--- config.mk ---
export PLATFORM = sky130hd
export DESIGN_NAME = click_pipe_sync
export DESIGN_NICKNAME = d
export VERILOG_FILES = /design/src/rtl/click_pkg.sv /design/src/rtl/click_stage.sv /design/src/rtl/click_pipe_sync.sv
export SDC_FILE = /design/constraint.sdc
export NUM_CORES = 1
export LEC_CHECK = 0
export CORE_ASPECT_RATIO = 0.6
export CORE_MARGIN = 3
export CORE_UTILIZATION = 31
export DETAILED_ROUTE_END_ITERATION = 12
export PLACE_DENSITY_LB_ADDON = 0.05
export SETUP_SLACK_MARGIN = 0.4
export SYNTH_ARGS = -nofsm -noshare
export SYNTH_HDL_FRONTEND = slang
export SYNTH_SLANG_ARGS = --single-unit
--- constraint.sdc ---
create_clock -name clk -period 5.4 [get_ports clk]
set_input_delay 0.54 -clock clk [delete_from_list [all_inputs] [get_ports clk]]
set_output_delay 0.54 -clock clk [all_outputs]
set_load 0.02 [all_outputs]
--- src/rtl/click_pkg.sv ---
// Shared defaults and sizing helpers for the synchronous click pipeline.
package click_pkg;

    localparam int CLICK_WIDTH = 16;
    localparam int CLICK_DEPTH = 4;
    localparam int CLICK_SYNC  = 2;

    // Bits needed to count 0..depth full stages.
    function automatic int occ_width(input int depth);
        return (depth < 1) ? 1 : $clog2(depth + 1);
    endfunction

endpackage

--- src/rtl/click_stage.sv ---
// One click stage: a phase bit, a data register and the fire condition.
module click_stage
    import click_pkg::*;
#(
    parameter int WIDTH = CLICK_WIDTH
) (
    input  logic             clk,
    input  logic             rst,
    input  logic             r,
    input  logic             a,
    input  logic [WIDTH-1:0] d_in,
    output logic             fire,
    output logic             p,
    output logic [WIDTH-1:0] d
);

    // A new token is waiting (r != p) and the previous one has been taken (a == p).
    assign fire = ~rst & (r != p) & (a == p);

    always_ff @(posedge clk) begin
        if (rst) begin
            p <= 1'b0;
            d <= '0;
        end else if (fire) begin
            p <= ~p;
            d <= d_in;
        end
    end

endmodule

--- src/rtl/click_pipe_sync.sv ---
// Clocked 2-phase bundled-data click pipeline with input/output handshake synchronisers.
module click_pipe_sync
    import click_pkg::*;
#(
    parameter int WIDTH       = CLICK_WIDTH,
    parameter int DEPTH       = CLICK_DEPTH,
    parameter int SYNC_STAGES = CLICK_SYNC
) (
    input  logic                          clk,
    input  logic                          rst,
    input  logic                          in_R,
    output logic                          in_A,
    input  logic [WIDTH-1:0]              in_data,
    output logic                          out_R,
    input  logic                          out_A,
    output logic [WIDTH-1:0]              data_out,
    output logic [occ_width(DEPTH)-1:0]   occupancy,
    output logic [DEPTH-1:0]              fire
);

    // Handshake: 2-phase. Every toggle of a request is one token whose data is
    // stable until the matching acknowledge toggles; the ack toggle frees the slot.
    localparam int OCC_W = occ_width(DEPTH);

    logic in_r_s;
    logic out_a_s;

    generate
        if (SYNC_STAGES == 0) begin : g_nosync
            assign in_r_s  = in_R;
            assign out_a_s = out_A;
        end else begin : g_sync
            logic [SYNC_STAGES-1:0] in_r_q;
            logic [SYNC_STAGES-1:0] out_a_q;

            always_ff @(posedge clk) begin
                if (rst) begin
                    in_r_q  <= '0;
                    out_a_q <= '0;
                end else begin
                    in_r_q[0]  <= in_R;
                    out_a_q[0] <= out_A;
                    for (int k = 1; k < SYNC_STAGES; k++) begin
                        in_r_q[k]  <= in_r_q[k-1];
                        out_a_q[k] <= out_a_q[k-1];
                    end
                end
            end

            assign in_r_s  = in_r_q[SYNC_STAGES-1];
            assign out_a_s = out_a_q[SYNC_STAGES-1];
        end
    endgenerate

    logic [DEPTH-1:0] p;
    logic [DEPTH-1:0] full;
    logic [WIDTH-1:0] d [DEPTH];

    generate
        for (genvar i = 0; i < DEPTH; i++) begin : g_stage
            logic             r_i;
            logic             a_i;
            logic [WIDTH-1:0] d_in_i;

            if (i == 0) begin : g_first
                assign r_i    = in_r_s;
                assign d_in_i = in_data;
            end else begin : g_mid
                assign r_i    = p[i-1];
                assign d_in_i = d[i-1];
            end

            if (i == DEPTH - 1) begin : g_last
                assign a_i = out_a_s;
            end else begin : g_next
                assign a_i = p[i+1];
            end

            // A stage holds a token until its successor has matched its phase.
            assign full[i] = p[i] ^ a_i;

            click_stage #(.WIDTH(WIDTH)) u_stage (
                .clk  (clk),
                .rst  (rst),
                .r    (r_i),
                .a    (a_i),
                .d_in (d_in_i),
                .fire (fire[i]),
                .p    (p[i]),
                .d    (d[i])
            );
        end
    endgenerate

    always_comb begin
        occupancy = '0;
        for (int i = 0; i < DEPTH; i++) begin
            occupancy = occupancy + OCC_W'(full[i]);
        end
    end

    assign in_A     = p[0];
    assign out_R    = p[DEPTH-1];
    assign data_out = d[DEPTH-1];

endmodule

# Word-level counts from Yosys, hierarchy flattened
# Index checks and enable logic that the tools add are counted.
dict set report word_totals {
  reg_bits 72
  inputBits 20
  output_inout_bits 25
  elab_cells 38
}
dict set report op_classes {
  n_addsub 3
  eq_ne 8
  n_bitwise 17
}
# operator count
set op_table {}
lappend op_table {{$and A1 B1 Y1} 8}
lappend op_table {{$not A1 Y1} 5}
lappend op_table {{$eq A1 B1 Y1} 4}
lappend op_table {{$ne A1 B1 Y1} 4}
lappend op_table {{$xor A1 B1 Y1} 4}
lappend op_table {{$add A2 B1 Y3} 1}
lappend op_table {{$add A3 B1 Y3} 1}
lappend op_table {{$add A1 B1 Y2} 1}

# Logic depth before layout (Yosys ltp)
dict set report logic_depth {
  depth_word 4
  mapped_depth 7
  mapped_depth_nobuf 4
}

# Modules after synthesis
# A second synthesis with hierarchy kept.
dict set report unflattened {
  hier_cells 321
  area_unflattened_um2 3350.7
}
# mod n_inst cells_per_inst area_per_inst_um2
set modules_own_cells {}
lappend modules_own_cells {click_stage 4 76 789.5}
lappend modules_own_cells {click_pipe_sync 1 17 192.7}

# Worst setup path after synthesis
# Ideal clock, no wire load.
dict set report synth_path {
  kind {register -> output}
  start {register g_stage[0].u_stage.p}
  end {output port occupancy[1]}
  arrival_time_ns 2.117
  required_ns 4.860
  setup_slack_ns 2.743
  stages_incl_launch_ff 7
  path_buffers 2
  cell_sequence {dfxtp_1 buf_4 clkbuf_1 xor2_1 fa_1 ha_1 ha_1}
}
dict set report synth_between {
  elab_chain_cells 4
}
# element line_no
set synth_lines {}
lappend synth_lines {{start: declaration} click_stage.sv:13} ;# output logic p,
lappend synth_lines {{start signal: assignment} click_stage.sv:25} ;# p <= ~p;
lappend synth_lines {{$xor A1 B1 Y1} click_pipe_sync.sv:80} ;# assign full[i] = p[i] ^ a_i;
lappend synth_lines {{$add A1 B1 Y2} click_pipe_sync.sv:98} ;# occupancy = occupancy + OCC_W'(full[i]);
lappend synth_lines {{$add A2 B1 Y3} click_pipe_sync.sv:98}
lappend synth_lines {{$add A3 B1 Y3} click_pipe_sync.sv:98}
lappend synth_lines {{end: declaration} click_pipe_sync.sv:17} ;# output logic [occ_width(DEPTH)-1:0] occupancy,
# Every way passes these cells.

# Worst setup path in the final report
# Same ends and word-level chain as after synthesis.

==> run summary <==
The flow ran to the end, and the final reports show no timing, DRC or antenna violations. In this run, post-CTS repair resized a total of 0 instances. The vertical extent of the die was 91.21 µm.

Count of warnings emitted by yosys: 0. The tools report the number of buffers inserted for hold repair after clock tree synthesis as 0. The critical-path cell with the highest stage delay was sky130_fd_sc_hd__dfxtp_1. The clock edge transition at the registers on the reported setup and hold paths is 0.06 ns, and the total nets after synthesis is 478.

Setup repair after global routing left no endpoint under its margin. The async set or reset register ratio after synthesis was 0; the number of top-level pins was 45. Tracing the worst setup path back leads to its startpoint at g_stage[0].u_stage.p$_SDFFE_PP0P_. Wires add up to 9.656 mm. The share of cell area taken by muxes after synthesis came out at 0. At the worst endpoint, the required time is 4.86 ns. The number of antenna violations at the first check in global routing was 0; the layout net count was 484. The compound-cell area share of the yosys netlist works out to 0.2502. Clock skew on the completed layout was measured at 0.006655 ns.

In this run the most critical hold path is launched from g_sync.in_r_q[0]$_SDFF_PP0_. The endpoint of the worst register-to-register path was g_stage[2].u_stage.d[1]$_SDFFE_PP0P_. The worst setup path endpoint is occupancy[1]. Fraction of final layout cells with drive strength greater than 1: 0.05794. The tools report the clock root buffer master as sky130_fd_sc_hd__clkbuf_16. The number of buffer and inverter stages on the critical path is 1, and the post-synthesis sequential element count is 72. The first routing iteration left 163 violations. The buffer levels on the longest clock path is 2. Tightest slew margin relative to the limit: 0.3932. In this design, the largest share of critical-path delay is due to adder cells. The run gives 0.3824 as the final cell utilization of the core. Data on the critical path arrives at its endpoint at 2.92 ns.

Setup violations remaining at the end of the flow were counted as 0. The synthesized design spends more area on one cell type than any other, namely sky130_fd_sc_hd__dfxtp_1. The logs give 455 for the instance count of the mapped netlist and 59 for the pin count of the biggest net entering global routing. The worst setup path is of the flop to primary output kind. For the sum of net half-perimeters after detailed placement, the log shows 6.312 mm. The worst hold path belongs to the class flop to flop. The tools report the critical path launch point type as a flop. The proportion of synthesized chip area in sequential cells was 0.3843. TritonCTS built the clock tree.

The adder-cell share of the synthesized area works out to 0.01201. The setup TNS was 0 ns. The hold violation count in the final report was 0; the leakage dissipation was 1.441 nW. The count of final max-slew check failures is 0, and the worst reg2reg path depth is 4. The first global-routing pass estimated 16.13 mm of wire. The largest family of logic cells by synthesized area was simple AND/OR/NAND/NOR gates. The fraction of the cycle the final worst path needs was 0.6408; the number of clock sinks was 72. The number of clock buffers added by TritonCTS is 9.

Traced cell by cell, the critical path runs through xor2_1 -> fa_1 -> ha_1 -> ha_1 -> clkdlybuf4s50_1. For the mapped cell area, the log shows 3751 µm². The layout overhead on the synthesized area was 17.85%. Once detail routing completed, the nets flagged for antenna violations numbered 0. The number of iterations in the first detailed-routing pass was 4. For this design the ratio of total power to cell area is 278.3 nW/µm².

For the pin with the worst max-slew slack, the measured transition is 0.9063 ns. In the routed design, unresolved DRC markers number 0. The startpoint identified for the worst register-to-register timing path is g_stage[2].u_stage.p$_SDFFE_PP0P_. The worst setup path is captured at a primary output.

The design draws 1.230 mW. At the later pin of the worst-skew pair, clock insertion delay measures 0.33 ns. For the via count of the first global-routing pass, the log shows 3107. The tools report the number of diodes as 0. Static timing analysis puts the maximum clock frequency at 289.0 MHz. The count of buffers added on input and output ports is 44. After synthesis, the netlist uses 34 different library cells.

The highest net fanout along the worst path was 23; the portion of synthesized cell area occupied by the leading cell type was 0.3843. The initial core utilization came out at 0.3245. The routed layout has 3335 vias.

The horizontal extent of the die works out to 148.0 µm. Once the clock tree was built, the setup fixing pass inserted 0 buffers. For the count of standard-cell rows, the log shows 30. Level count of the clock H-tree: 3. The tools report the reg-to-reg setup timing slack as 3.27 ns. The tool flagged a number of max-cap violations equal to 0. Total grt overflow: 0. Routed wirelength normalized by instance count: 15.42 µm. Among all flip-flop cells after synthesis, the most frequent one is sky130_fd_sc_hd__dfxtp_1. In this run the standard cell core region covers 11560 µm². The post-synthesis xor/xnor area fraction is 0.009340, and the average cell area after synthesis is 8.244 µm².

The run gives 0.1319 mV as the maximum vdd drop. The stage delay of the slowest cell on the critical path came out at 0.79 ns. The most numerous cell type found on the critical path is sky130_fd_sc_hd__ha_1. The die covers 13500 µm².

The critical path runs through a total of 5 cells. Routability-driven placement finished with a final weighted congestion of 0.6901. The global-route usage over all layers is 0.1470, and the via density per instance is 5.327.

The post-layout minimum cycle time was 3.460 ns; the number of enable-type register cells in the synthesized netlist was 0. Simple-gate share of the synthesized area: 0.2708. After synthesis, the cell types taking the most area are sky130_fd_sc_hd__dfxtp_1 38%, sky130_fd_sc_hd__o21ai_0 7.2%, sky130_fd_sc_hd__a31oi_1 6.8%.
[power breakdown]
part	internal [mW]	switching (mW)
sequential	0.542	0.0194
clock	0.310	0.225
combinational	0.0558	0.0787
total	0.907	0.323
[registers in the layout, summed over array words and instances (netlist names)]
register and flops:
g_stage.u_stage.p 4, g_sync.out_a_q 2, g_stage.u_stage.d 64, g_sync.in_r_q 2
[metal layers]
metal  GRT usage  vias up  wire (µm)
met5           0        -          0
li1            -     1684          -
met4     0.03920        0         68
met3     0.04589        6        388
met2      0.2068       55       4004
met1      0.2150     1590       5195
[cells in the mapped netlist, types with 2 or more instances]
master / instances
sky130_fd_sc_hd__dfxtp_1: 72
sky130_fd_sc_hd__o21ai_0: 54
sky130_fd_sc_hd__a21oi_1: 50
sky130_fd_sc_hd__a31oi_1: 41
sky130_fd_sc_hd__nand3_1: 39
sky130_fd_sc_hd__clkbuf_1: 23
sky130_fd_sc_hd__nand3b_1: 23
sky130_fd_sc_hd__buf_2: 21
sky130_fd_sc_hd__nor3b_1: 20
sky130_fd_sc_hd__and2_1: 15
sky130_fd_sc_hd__and3_1: 15
sky130_fd_sc_hd__nor2b_1: 11
sky130_fd_sc_hd__and3b_1: 9
sky130_fd_sc_hd__nand2_1: 9
sky130_fd_sc_hd__buf_4: 7
sky130_fd_sc_hd__a32oi_1: 6
sky130_fd_sc_hd__o21ai_1: 5
sky130_fd_sc_hd__o2bb2a_1: 5
sky130_fd_sc_hd__or3b_1: 4
sky130_fd_sc_hd__xor2_1: 4
sky130_fd_sc_hd__nand2b_1: 3
sky130_fd_sc_hd__nor2_1: 3
sky130_fd_sc_hd__buf_6: 2
sky130_fd_sc_hd__ha_1: 2
sky130_fd_sc_hd__nor3b_2: 2
sky130_fd_sc_hd__o21bai_1: 2
[per-stage QoR]
stage	worst slack, ns	hold slack (ns)	instance area (µm²)	instances
after global routing	1.679	0.4682	4420	626
after detailed placement	2.281	0.4384	4154	610
final	1.940	0.4454	4420	626
after floorplan	2.743	0.4138	3751	455
after global placement	2.321	0.4454	4154	610
after CTS	1.908	0.4516	4420	626
[worst min-delay path by stage]
stage / slack, ns / end / cells past startpoint
2_1_floorplan: 0.41 / g_sync.in_r_q[1]$_SDFF_PP0_ / 1
3_3_place_gp: 0.45 / g_sync.in_r_q[1]$_SDFF_PP0_ / 1
3_5_place_dp: 0.44 / g_sync.in_r_q[1]$_SDFF_PP0_ / 1
4_1_cts: 0.45 / g_sync.in_r_q[1]$_SDFF_PP0_ / 1
5_1_grt: 0.47 / g_sync.in_r_q[1]$_SDFF_PP0_ / 1
6_report: 0.45 / g_sync.in_r_q[1]$_SDFF_PP0_ / 1
[cells in the final DEF, fill, tap and decap left out, types with 2 or more instances in the layout]
| master | n |
|---|---|
| sky130_fd_sc_hd__nor2b_1 | 11 |
| sky130_fd_sc_hd__o2bb2a_1 | 5 |
| sky130_fd_sc_hd__a21oi_1 | 50 |
| sky130_fd_sc_hd__nand2b_1 | 3 |
| sky130_fd_sc_hd__buf_4 | 5 |
| sky130_fd_sc_hd__clkdlybuf4s50_1 | 43 |
| sky130_fd_sc_hd__nand3_1 | 39 |
| sky130_fd_sc_hd__o21bai_1 | 2 |
| sky130_fd_sc_hd__o21ai_0 | 54 |
| sky130_fd_sc_hd__and3_1 | 15 |
| sky130_fd_sc_hd__clkbuf_1 | 2 |
| sky130_fd_sc_hd__and3b_1 | 9 |
| sky130_fd_sc_hd__and2_1 | 15 |
| sky130_fd_sc_hd__nor3b_2 | 2 |
| sky130_fd_sc_hd__clkbuf_16 | 9 |
| sky130_fd_sc_hd__clkinv_2 | 2 |
| sky130_fd_sc_hd__a31oi_1 | 41 |
| sky130_fd_sc_hd__xor2_1 | 4 |
| sky130_fd_sc_hd__a32oi_1 | 6 |
| sky130_fd_sc_hd__ha_1 | 2 |
| sky130_fd_sc_hd__nand2_1 | 9 |
| sky130_fd_sc_hd__nand3b_1 | 23 |
| sky130_fd_sc_hd__nor3b_1 | 20 |
| sky130_fd_sc_hd__nor2_1 | 3 |
| sky130_fd_sc_hd__clkinvlp_4 | 2 |
| sky130_fd_sc_hd__or3b_1 | 4 |
| sky130_fd_sc_hd__o21ai_1 | 5 |
| sky130_fd_sc_hd__dfxtp_1 | 71 |
[kinds of logic after synthesis]
family                     after synthesis
AOI/OAI and AO/OA                      165
and+or+nand+nor                        156
DFF                                     72
buffers and inverters                   55
xor gates and xnor gates                 4
adders and majority gates                3
[layout make-up]
class,count,area (µm²)
repair buffers,49,473.0
fillers,1227,7141
well taps,160,200.2
flip-flops and latches,72,1443
inverters,1,3.754
clock buffers,11,232.7
multi-input cells,328,2034
clock inverters,5,33.78
[worst reg2reg max path: stages, from the launching register on]
cell and delay, ns:
sky130_fd_sc_hd__dfxtp_2 0.53, sky130_fd_sc_hd__buf_4 0.37, sky130_fd_sc_hd__nor3b_2 0.67, sky130_fd_sc_hd__o2bb2a_1 0.32
sky130_fd_sc_hd__a31oi_1 0.17
(Power assumes the default switching activity.)
